<file path="src/rtl/janus_cube_pkg.sv">
// Shared types and constants for the Janus cube tile sequencer.
package janus_cube_pkg;

    localparam int unsigned DIM_W  = 16;
    localparam int unsigned IDX_W  = 16;
    localparam int unsigned INST_W = 48;

    localparam int unsigned M_LSB = 0;
    localparam int unsigned K_LSB = 16;
    localparam int unsigned N_LSB = 32;

    localparam int unsigned CTRL_START = 0;
    localparam int unsigned CTRL_RESET = 1;

    typedef enum logic [1:0] {
        ST_IDLE  = 2'd0,
        ST_LOAD  = 2'd1,
        ST_ISSUE = 2'd2
    } seq_state_e;

    // Entry indices are carried at full index width; the top truncates to ENTRY_W.
    typedef struct packed {
        logic [DIM_W-1:0] m;
        logic [DIM_W-1:0] n;
        logic [DIM_W-1:0] k;
        logic [IDX_W-1:0] l0a;
        logic [IDX_W-1:0] l0b;
        logic             first_k;
        logic             last_k;
    } uop_t;

    // Ceiling division by the tile size, one extra bit so 65535 cannot wrap.
    function automatic logic [DIM_W:0] tile_count(input logic [DIM_W-1:0] dim,
                                                  input int unsigned     tile_lg);
        logic [DIM_W:0] sum;
        sum = {1'b0, dim} + (DIM_W+1)'((1 << tile_lg) - 1);
        return sum >> tile_lg;
    endfunction

endpackage

</file>
<file path="src/rtl/janus_cube_inst_fifo.sv">
// Instruction queue for the tile sequencer: show-ahead synchronous FIFO with flush.
module janus_cube_inst_fifo #(
    parameter int unsigned DEPTH = 4,
    parameter int unsigned WIDTH = 48
) (
    input  logic             clk,
    input  logic             rst,
    input  logic             flush,
    input  logic             push,
    input  logic [WIDTH-1:0] wdata,
    input  logic             pop,
    output logic [WIDTH-1:0] rdata,
    output logic             full,
    output logic             empty
);

    localparam int unsigned AW = $clog2(DEPTH);

    logic [WIDTH-1:0] mem_q [DEPTH];
    logic [AW-1:0]    wptr_q;
    logic [AW-1:0]    rptr_q;
    logic [AW:0]      count_q;
    logic [AW:0]      count_d;
    logic             full_q;
    logic             empty_q;
    logic             push_ok;
    logic             pop_ok;

    // Full is judged on current occupancy, so a same-cycle pop never admits a push.
    assign push_ok = push && !full_q;
    assign pop_ok  = pop && !empty_q;

    always_comb begin
        count_d = count_q + (AW+1)'(push_ok) - (AW+1)'(pop_ok);
    end

    always_ff @(posedge clk) begin
        if (rst || flush) begin
            wptr_q  <= '0;
            rptr_q  <= '0;
            count_q <= '0;
            full_q  <= 1'b0;
            empty_q <= 1'b1;
        end else begin
            if (push_ok) wptr_q <= wptr_q + AW'(1);
            if (pop_ok)  rptr_q <= rptr_q + AW'(1);
            count_q <= count_d;
            full_q  <= (count_d == (AW+1)'(DEPTH));
            empty_q <= (count_d == '0);
        end
    end

    always_ff @(posedge clk) begin
        if (push_ok) mem_q[wptr_q] <= wdata;
    end

    assign rdata = mem_q[rptr_q];
    assign full  = full_q;
    assign empty = empty_q;

endmodule

</file>
<file path="src/rtl/janus_cube_tile_seq.sv">
// Janus cube tile sequencer: queues MATMUL instructions and issues k/n/m-ordered tile uops.
// Optional build macro JANUS_CUBE_SEQ_STATS_EN adds accepted-uop and stall counters.
module janus_cube_tile_seq
    import janus_cube_pkg::*;
#(
    parameter int unsigned ARRAY_SIZE = 16,
    parameter int unsigned QDEPTH     = 4,
    parameter int unsigned ENTRY_W    = 6
) (
    input  logic               clk,
    input  logic               rst,
    input  logic               ctrl_reset,
    input  logic               ctrl_start,
    input  logic               inst_valid,
    input  logic [63:0]        inst_data,
    output logic               inst_ready,
    output logic               uop_valid,
    input  logic               uop_ready,
    output logic [15:0]        uop_m,
    output logic [15:0]        uop_n,
    output logic [15:0]        uop_k,
    output logic [ENTRY_W-1:0] uop_l0a,
    output logic [ENTRY_W-1:0] uop_l0b,
    output logic               uop_first_k,
    output logic               uop_last_k,
    output logic               done,
    output logic               busy,
    output logic               queue_full,
    output logic               queue_empty
`ifdef JANUS_CUBE_SEQ_STATS_EN
    ,
    output logic [31:0]        stat_uops,
    output logic [31:0]        stat_stall
`endif
);

    localparam int unsigned ARRAY_LG = $clog2(ARRAY_SIZE);

    logic              rst_all;
    logic [INST_W-1:0] head;
    logic              q_full;
    logic              q_empty;
    logic              pop_c;

    seq_state_e        state_q;
    logic              done_q;
    logic              valid_q;
    uop_t              uop_q;
    logic [DIM_W-1:0]  mt_q;
    logic [DIM_W-1:0]  nt_q;
    logic [DIM_W-1:0]  kt_q;

    logic [DIM_W:0]    ld_mt_c;
    logic [DIM_W:0]    ld_nt_c;
    logic [DIM_W:0]    ld_kt_c;
    logic              ld_zero_c;
    uop_t              uop_first_c;
    uop_t              uop_next_c;
    logic              last_c;
    logic              fire_c;
    logic              unused_c;

    assign rst_all = rst | ctrl_reset;
    assign fire_c  = valid_q && uop_ready;

    janus_cube_inst_fifo #(
        .DEPTH (QDEPTH),
        .WIDTH (INST_W)
    ) u_fifo (
        .clk   (clk),
        .rst   (rst),
        .flush (ctrl_reset),
        .push  (inst_valid),
        .wdata (inst_data[INST_W-1:0]),
        .pop   (pop_c),
        .rdata (head),
        .full  (q_full),
        .empty (q_empty)
    );

    // Decode the queue head into tile counts and the first uop of the instruction.
    always_comb begin
        ld_mt_c   = tile_count(head[M_LSB +: DIM_W], ARRAY_LG);
        ld_kt_c   = tile_count(head[K_LSB +: DIM_W], ARRAY_LG);
        ld_nt_c   = tile_count(head[N_LSB +: DIM_W], ARRAY_LG);
        ld_zero_c = (ld_mt_c == '0) || (ld_kt_c == '0) || (ld_nt_c == '0);
        pop_c     = (state_q == ST_LOAD) && !q_empty;
        uop_first_c         = '0;
        uop_first_c.first_k = 1'b1;
        uop_first_c.last_k  = (ld_kt_c == (DIM_W+1)'(1));
    end

    // Successor uop in k-innermost, then n, then m order.
    always_comb begin
        logic             k_wrap;
        logic             n_wrap;
        logic [DIM_W-1:0] nm;
        logic [DIM_W-1:0] nn;
        logic [DIM_W-1:0] nk;
        logic [31:0]      a_lin;
        logic [31:0]      b_lin;
        k_wrap = (uop_q.k == kt_q - DIM_W'(1));
        n_wrap = (uop_q.n == nt_q - DIM_W'(1));
        last_c = k_wrap && n_wrap && (uop_q.m == mt_q - DIM_W'(1));
        nk     = k_wrap ? '0 : uop_q.k + DIM_W'(1);
        nn     = k_wrap ? (n_wrap ? '0 : uop_q.n + DIM_W'(1)) : uop_q.n;
        nm     = (k_wrap && n_wrap) ? uop_q.m + DIM_W'(1) : uop_q.m;
        a_lin  = 32'(nm) * 32'(kt_q) + 32'(nk);
        b_lin  = 32'(nk) * 32'(nt_q) + 32'(nn);
        uop_next_c.m       = nm;
        uop_next_c.n       = nn;
        uop_next_c.k       = nk;
        uop_next_c.l0a     = IDX_W'(a_lin);
        uop_next_c.l0b     = IDX_W'(b_lin);
        uop_next_c.first_k = k_wrap;
        uop_next_c.last_k  = (nk == kt_q - DIM_W'(1));
    end

    always_ff @(posedge clk) begin
        if (rst_all) begin
            state_q <= ST_IDLE;
            done_q  <= 1'b0;
            valid_q <= 1'b0;
            uop_q   <= '0;
            mt_q    <= '0;
            nt_q    <= '0;
            kt_q    <= '0;
        end else begin
            unique case (state_q)
                ST_IDLE: begin
                    if (ctrl_start) begin
                        done_q  <= 1'b0;
                        state_q <= ST_LOAD;
                    end
                end
                ST_LOAD: begin
                    if (q_empty) begin
                        done_q  <= 1'b1;
                        state_q <= ST_IDLE;
                    end else if (!ld_zero_c) begin
                        mt_q    <= DIM_W'(ld_mt_c);
                        nt_q    <= DIM_W'(ld_nt_c);
                        kt_q    <= DIM_W'(ld_kt_c);
                        uop_q   <= uop_first_c;
                        valid_q <= 1'b1;
                        state_q <= ST_ISSUE;
                    end
                end
                ST_ISSUE: begin
                    if (fire_c) begin
                        if (last_c) begin
                            valid_q <= 1'b0;
                            state_q <= ST_LOAD;
                        end else begin
                            uop_q <= uop_next_c;
                        end
                    end
                end
                default: state_q <= ST_IDLE;
            endcase
        end
    end

`ifdef JANUS_CUBE_SEQ_STATS_EN
    logic [31:0] stat_uops_q;
    logic [31:0] stat_stall_q;

    always_ff @(posedge clk) begin
        if (rst_all || ctrl_start) begin
            stat_uops_q  <= '0;
            stat_stall_q <= '0;
        end else begin
            if (fire_c)                 stat_uops_q  <= stat_uops_q + 32'd1;
            if (valid_q && !uop_ready)  stat_stall_q <= stat_stall_q + 32'd1;
        end
    end

    assign stat_uops  = stat_uops_q;
    assign stat_stall = stat_stall_q;
`else
    // Statistics counters are not built in this configuration.
`endif

    assign unused_c    = ^{inst_data[63:INST_W], uop_q.l0a, uop_q.l0b};

    assign inst_ready  = !q_full;
    assign queue_full  = q_full;
    assign queue_empty = q_empty;
    assign uop_valid   = valid_q;
    assign uop_m       = uop_q.m;
    assign uop_n       = uop_q.n;
    assign uop_k       = uop_q.k;
    assign uop_l0a     = uop_q.l0a[ENTRY_W-1:0];
    assign uop_l0b     = uop_q.l0b[ENTRY_W-1:0];
    assign uop_first_k = uop_q.first_k;
    assign uop_last_k  = uop_q.last_k;
    assign done        = done_q;
    assign busy        = (state_q != ST_IDLE);

endmodule
</file>
<file path="config.mk">
export PLATFORM = sky130hd
export DESIGN_NAME = janus_cube_tile_seq
export DESIGN_NICKNAME = d
export VERILOG_FILES = /design/src/rtl/janus_cube_pkg.sv /design/src/rtl/janus_cube_inst_fifo.sv /design/src/rtl/janus_cube_tile_seq.sv
export SDC_FILE = /design/constraint.sdc
export NUM_CORES = 1
export LEC_CHECK = 0
export CAP_MARGIN = 5
export CORE_MARGIN = 3
export CORE_UTILIZATION = 53
export DETAILED_ROUTE_END_ITERATION = 6
export PLACE_DENSITY_LB_ADDON = 0.15
export SLEW_MARGIN = 20
export SYNTH_ARGS = -nofsm -noshare
export SYNTH_HDL_FRONTEND = slang
export SYNTH_SLANG_ARGS = --single-unit
</file>
<file path="constraint.sdc">
create_clock -name clk -period 7.7 [get_ports clk]
set_input_delay 1.155 -clock clk [delete_from_list [all_inputs] [get_ports clk]]
set_output_delay 1.155 -clock clk [all_outputs]
set_load 0.02 [all_outputs]
</file>
# Word-level counts from Yosys, hierarchy flattened
# Memories as Yosys holds them, arrays and structs flattened. A register that Yosys moved wholly into a read port is not among the register bits.
# Cells that the tools add are included.
# classes
n_addsub,15
bitwise_logic,3
multipliers,2
muxes,27
eq_ne,16
reduce_logical,24
# ops
operator,n
two-way mux 82 bit,4
one-hot mux 82 bit (2 select lines),1
== test 16 bit,4
two-way mux 16 bit,4
"adder 16 x 4 -> 17 bit, second input constant",3
logical NOT 17 bit,3
"adder 16 x 1 -> 16 bit, second input constant",3
"subtractor 13 x 1 -> 14 bit, second input constant",3
adder 16 bit,2
multiplier 16 x 13 -> 16 bit,2
two-way mux 2 bit,7
"== test 13 x 1 -> 1 bit, second input constant",1
"!= test 2 bit, second input constant",6
AND reduction 5 bit,2
two-way mux 1 bit,8
logical AND 1 bit,6
one-hot mux 2 bit (3 select lines),1
AND reduction 3 bit,2
nonzero test 2 bit,3
"adder 2 x 1 -> 2 bit, second input constant",2
one-hot mux 1 bit (2 select lines),2
AND reduction 4 bit,1
adder 3 x 1 -> 3 bit,1
"== test 3 bit, second input constant",1
11 further kinds,15
# totals
n_memories,1
elab_cells,106
mem_bits_rw,192
in_bits,70
out_inout_bits,68
ff_bits,114
# memory_table
name,depth,width,read_ports,rd_ports_with_merged_regs,wr,line_no,text
u_fifo.mem_q,4,48,1,1,1,janus_cube_inst_fifo.sv:19,logic [WIDTH-1:0] mem_q [DEPTH];

# Logic depth before layout (Yosys ltp)
# depth
ltp_word,9
mapped_depth,30
ltp_nobuf,27

# Hierarchy
# From an unflattened synthesis, not the netlist that was laid out.
# unflattened
hier_cells,1472
area_unflattened_um2,16251.8
# modules_own_cells
module,cells_per_inst,area_per_inst_um2,instances,seq_area_each_um2
janus_cube_tile_seq,1171,8832.2,1,2102.0
janus_cube_inst_fifo,301,7419.6,1,5985.7

# Worst setup path before layout
# No wires, ideal clock.
# synth_path
path_type,reg-to-reg
startpoint,reg nt_q[0]
endpoint,reg uop_q (netlist bit uop_l0a[5])
n_path_buf,2
t_arrival_ns,7.245
required_time_ns,7.637
slack_ns,0.393
setup_time_ns,0.063
stages_incl_launch_ff,30
synth_period_minus_slack_ns,7.307
cell_sequence,dfxtp_1 clkbuf_1 inv_1 ha_1 buf_2 nor3b_2 a31o_2 and4b_1 nor4_1 nand4_1 o31a_1 or2_2 and2_1 fa_1 inv_1 fa_1 inv_1 ha_1 ha_1 ha_1 inv_1 fa_1 inv_1 ha_1 a21oi_1 xnor2_1 xnor2_1 xnor3_1 or4_1 nand3_1
# synth_via
elab_chain_len,9
elab_cells_between_ends,12
# synth_lines
element,line_no,text
"start, declared",janus_cube_tile_seq.sv:50,logic [DIM_W-1:0] nt_q;
"start signal, assigned",janus_cube_tile_seq.sv:142,nt_q <= DIM_W'(ld_nt_c);
subtractor 13 x 1 -> 14 bit (*),janus_cube_tile_seq.sv:103,n_wrap = (uop_q.n == nt_q - DIM_W'(1));
== test 16 bit (*),janus_cube_tile_seq.sv:103,
logical AND 1 bit (*),"janus_cube_tile_seq.sv:104, janus_cube_tile_seq.sv:107",
two-way mux 16 bit,janus_cube_tile_seq.sv:107,nm = (k_wrap && n_wrap) ? uop_q.m + DIM_W'(1) : uop_q.m;
multiplier 16 x 13 -> 16 bit,janus_cube_tile_seq.sv:108,a_lin = 32'(nm) * 32'(kt_q) + 32'(nk);
adder 16 bit,janus_cube_tile_seq.sv:108,
two-way mux 82 bit,janus_cube_tile_seq.sv:151,if (last_c) begin
two-way mux 82 bit,janus_cube_tile_seq.sv:150,if (fire_c) begin
one-hot mux 82 bit (2 select lines),janus_cube_tile_seq.sv:129,unique case (state_q)
"end signal, assigned",janus_cube_tile_seq.sv:144,uop_q <= uop_first_c;
"end signal, assigned",janus_cube_tile_seq.sv:155,uop_q <= uop_next_c;
"end, declared",janus_cube_tile_seq.sv:48,uop_t uop_q;
# Every way passes the cells marked *; elsewhere a longest branch is shown, timed or not. The select of a mux whose other input is x is not followed.
# A chain may end at the register's enable or synchronous reset.

# Final worst setup path
# layout_path
startpoint,reg kt_q[1]
endpoint,reg uop_q (netlist bit uop_l0a[5])
# layout_via
elab_chain_len,9
elab_cells_between_ends,13
# layout_lines
element,line_no,text
"start, declared",janus_cube_tile_seq.sv:51,logic [DIM_W-1:0] kt_q;
"start signal, assigned",janus_cube_tile_seq.sv:143,kt_q <= DIM_W'(ld_kt_c);
subtractor 13 x 1 -> 14 bit,janus_cube_tile_seq.sv:102,k_wrap = (uop_q.k == kt_q - DIM_W'(1));
== test 16 bit,janus_cube_tile_seq.sv:102,
logical AND 1 bit,"janus_cube_tile_seq.sv:104, janus_cube_tile_seq.sv:107",
two-way mux 16 bit,janus_cube_tile_seq.sv:107,
multiplier 16 x 13 -> 16 bit,janus_cube_tile_seq.sv:108,
adder 16 bit,janus_cube_tile_seq.sv:108,
two-way mux 82 bit,janus_cube_tile_seq.sv:151,
two-way mux 82 bit,janus_cube_tile_seq.sv:150,
one-hot mux 82 bit (2 select lines),janus_cube_tile_seq.sv:129,
# Several ways; a longest one is shown, not always the timed one. The select of a mux whose other input is x is not followed.

==> impl_metrics.ini <==
[floorplan]
number_of_cell_rows = 62
die_height_um = 179
die_area_um2 = 32000
io_pins = 138
floorplan.core_area_um2 = 29100
die_width_um = 179
initial_utilization = 0.545

[pwr]
power_frac_comb = 0.050
power_switching_w = 0.000751
static-leakage-power_nw = 6.47
intPower_w = 0.00277
power.ir.vdd_worst_uv = 197
seq_power_share = 0.510
switching_share = 0.213
pwr_density_cell_nw_per_um2 = 190
clock_network_power_share = 0.440

[finish]
final_core_utilization = 0.637
area_overhead_vs_synth_pct = 17.0
register_area_um2 = 8090
proportion_of_layout_cells_with_a_drive_suffix_above_1 = 0.0927
layout_commonest_cell = sky130_fd_sc_hd__edfxtp_1
stdcell_count = 1937
post-route-cell-area_um2 = 18500
diodes = 0
multi_input_area_um2 = 7280
mostFrequentLayoutCells = sky130_fd_sc_hd__edfxtp_1, sky130_fd_sc_hd__nor2_1, sky130_fd_sc_hd__clkdlybuf4s50_1
fin_nets = 1661
nFillCells = 2342

[run_status]
run_status = completed

[routing]
drt_iter0_drc = 722
drt-total-wl_um = 36800
detail_route.wl_per_cell_um = 19.0
first_pass_iters = 5
routed-via-count = 11189
drt.antenna.violating_nets = 0
avgViaCountPerCell = 5.78
drc_errors = 0

[clocking]
worstSkewPairLatency_ns = 0.53
worst_setup_hold_path_clk_slew_ns = 0.06
cts.htree.levels = 2
cts_hold_buffers = 0
cts_root_buffer = sky130_fd_sc_hd__clkbuf_16
clockBufferDepth = 3
cts_num_sinks = 308
tritoncts_buffer_count = 34
tritoncts_clock_tree = built

[flow_run]
number_of_max_capacitance_violations_reported = 0

[synthesis]
asr_flop_ratio_synth = 0
synth-edff-count = 192
synth-warning-count = 0
synth_cells = 1427
synth-seq-cells = 308
synth_area_um2 = 15800
netlist-cell-type-count = 77
synthesis.area_per_instance_um2 = 11.1
synthesis.nets = 1556
synth.yosys.seq_area_share = 0.511
ys.flop_type = sky130_fd_sc_hd__edfxtp_1

[placement]
placed_cell_area_um2 = 17400
gp_congestion = 0.943
place.detailed.instances = 1877
port-buffer-count = 121
place_hpwl_um = 25400

[timing]
finClkSkew_ns = 0.0218
timing.final.max_slew_violations = 0
final_clock_period_utilization_by_the_worst_path = 0.950
hold_viol_final = 0
setup_viol = 0
worst_slew_margin_relative_to_its_limit = 0.249
timing.final.crit_period_ns = 7.32
timing.fmax_mhz = 137
max_slew.worst_pin.slew_ns = 1.13

[worst_setup_path]
startpoint_to_endpoint_class_of_the_critical_path = reg2reg
worst-r2r-setup-slack_ns = 0.38
worstSetupStartpointType = register
crit_path_end_kind = register
regToRegEndpoint = uop_l0a[5]$_SDFFE_PP0P_
r2r-start = kt_q[1]$_SDFFE_PP0P_
critical_path.max_fanout = 8
rr_worst_depth = 27
critPathRequiredTime_ns = 8.17
crit_path_dat_ns = 7.79

[worst_hold_path]
timing.hold.worst_path_depth = 2
worst_hold_path_type = reg2reg
hold_path_startpoint = done$_SDFFE_PP0P_
hold-path-endpoint = done$_SDFFE_PP0P_

[grt]
first_global_vias = 10706
grt_first_pass_wirelength_um = 58500
gr-total-overflow = 0
grt_max_degree = 93
grtUsageTotal = 0.232
grt_antenna_before_repair = 0
## Yosys cell counts, drive strengths merged, types with 4 or more instances
library cell,instances,area share
buf,14,0.0051
inv,51,0.012
nand2,80,0.019
a31oi,21,0.0083
nand4,19,0.0075
nor2,168,0.040
or2,9,0.0036
o31a,5,0.0028
fa,13,0.016
o21ai,36,0.012
nor3b,5,0.0034
nor3,35,0.011
or4,8,0.0040
or3,10,0.0039
nand2b,10,0.0039
mux2i,8,0.0051
and2,16,0.0063
nor2b,17,0.0067
a21oi,45,0.015
a22oi,6,0.0028
ha,46,0.036
nand3b,7,0.0033
xor2,62,0.034
a211oi,33,0.016
a21o,6,0.0028
and3,33,0.013
dfxtp,116,0.15
mux4,39,0.055
edfxtp,192,0.36
nor4,37,0.015
xnor2,101,0.056
and4,4,0.0022
a21boi,5,0.0024
o211ai,5,0.0024
clkbuf,66,0.016
nand3,53,0.017
## per-stage QoR
| step | setup TNS (ns) | hold WS [ns] | setup slack, ns | total power (W) |
|---|---|---|---|---|
| global route | -0.0210 | 0.512 | -0.0210 | 0.00364 |
| global placement | 0 | 0.476 | 0.374 | 0.00200 |
| finish | 0 | 0.495 | 0.384 | 0.00352 |
| CTS | 0 | 0.496 | 0.228 | 0.00356 |
| floorplan | 0 | 0.452 | 0.393 | 0.00193 |
| detailed placement | 0 | 0.486 | 0.279 | 0.00200 |
## final cells by class
| cell class | count | share of cell area |
|---|---|---|
| inverters | 51 | 0.0103 |
| flip-flops and latches | 308 | 0.436 |
| clock inverters | 13 | 0.00837 |
| repair buffers | 148 | 0.0773 |
| multi-input cells | 989 | 0.393 |
| well taps | 384 | 0.0259 |
| clock buffers | 44 | 0.0490 |
## routing by layer
layer | vias up | track usage | wire length, µm
li1 | 5412 | - | -
met4 | 0 | 0.0672 | 1020
met2 | 311 | 0.373 | 17200
met3 | 77 | 0.0434 | 2210
met1 | 5389 | 0.324 | 16400
met5 | - | 0 | 0
## worst max-delay path, cell delays in order (launching register included)
cell and delay [ns]:
sky130_fd_sc_hd__dfxtp_1 0.40, sky130_fd_sc_hd__inv_1 0.14, sky130_fd_sc_hd__ha_1 0.24, sky130_fd_sc_hd__nor3b_4 0.34, sky130_fd_sc_hd__nand4_1 0.20, sky130_fd_sc_hd__xnor2_1 0.25
sky130_fd_sc_hd__and4b_1 0.28, sky130_fd_sc_hd__nand4_1 0.19, sky130_fd_sc_hd__o31a_1 0.35, sky130_fd_sc_hd__or2_2 0.31, sky130_fd_sc_hd__and2_1 0.17, sky130_fd_sc_hd__fa_1 0.48
sky130_fd_sc_hd__inv_1 0.06, sky130_fd_sc_hd__fa_1 0.53, sky130_fd_sc_hd__inv_1 0.04, sky130_fd_sc_hd__ha_1 0.28, sky130_fd_sc_hd__ha_1 0.29, sky130_fd_sc_hd__ha_1 0.27
sky130_fd_sc_hd__inv_1 0.06, sky130_fd_sc_hd__fa_1 0.54, sky130_fd_sc_hd__inv_1 0.04, sky130_fd_sc_hd__ha_1 0.35, sky130_fd_sc_hd__a21oi_2 0.17, sky130_fd_sc_hd__xnor2_1 0.14
sky130_fd_sc_hd__xnor2_1 0.14, sky130_fd_sc_hd__xnor3_1 0.42, sky130_fd_sc_hd__or4_1 0.47, sky130_fd_sc_hd__nand3_1 0.10
## cells by family after synthesis
logic type | share of synthesized area
muxes | 0.0605
DFF | 0.511
adders and majority gates | 0.0534
AOI/OAI and AO/OA | 0.0818
and+or+nand+nor | 0.166
buffers and inverters | 0.0334
xor gates and xnor gates | 0.0944
## power groups by stage
stage | Clock (W) | Sequential [W] | Combinational, W
6_report | 0.00155 | 0.00180 | 0.000175
4_1_cts | 0.00159 | 0.00180 | 0.000173
3_3_place_gp | 0 | 0.00183 | 0.000169
2_1_floorplan | 0 | 0.00183 | 0.000102
5_1_grt | 0.00166 | 0.00180 | 0.000191
3_5_place_dp | 0 | 0.00183 | 0.000173
## state kept, by name, indices dropped and copies added (netlist names), 2 cells and up, named ones only
register        cells
kt_q               13
mt_q               13
nt_q               13
state_q             2
u_fifo.count_q      3
u_fifo.mem_q      192
u_fifo.rptr_q       2
u_fifo.wptr_q       2
uop_k              16
uop_l0a             6
uop_l0b             6
uop_m              16
uop_n              16
## timing repair
item | CTS | global route
endpoints found under the setup margin | 0 | 1
gates resized for setup | 0 | 7
setup buffers | 0 | 1
## worst max path at each step
stage | startpoint | to | depth (start not counted)
after CTS | nt_q[0]$_SDFFE_PP0P_ | uop_l0a[5]$_SDFFE_PP0P_ | 27
after detailed placement | nt_q[0]$_SDFFE_PP0P_ | uop_l0a[5]$_SDFFE_PP0P_ | 27
final | kt_q[1]$_SDFFE_PP0P_ | uop_l0a[5]$_SDFFE_PP0P_ | 27
after global placement | kt_q[1]$_SDFFE_PP0P_ | uop_l0a[5]$_SDFFE_PP0P_ | 27
after global routing | kt_q[1]$_SDFFE_PP0P_ | uop_l0a[5]$_SDFFE_PP0P_ | 28
after floorplan | nt_q[0]$_SDFFE_PP0P_ | uop_l0a[5]$_SDFFE_PP0P_ | 29
Note: power is estimated with default switching activity, not from simulation.
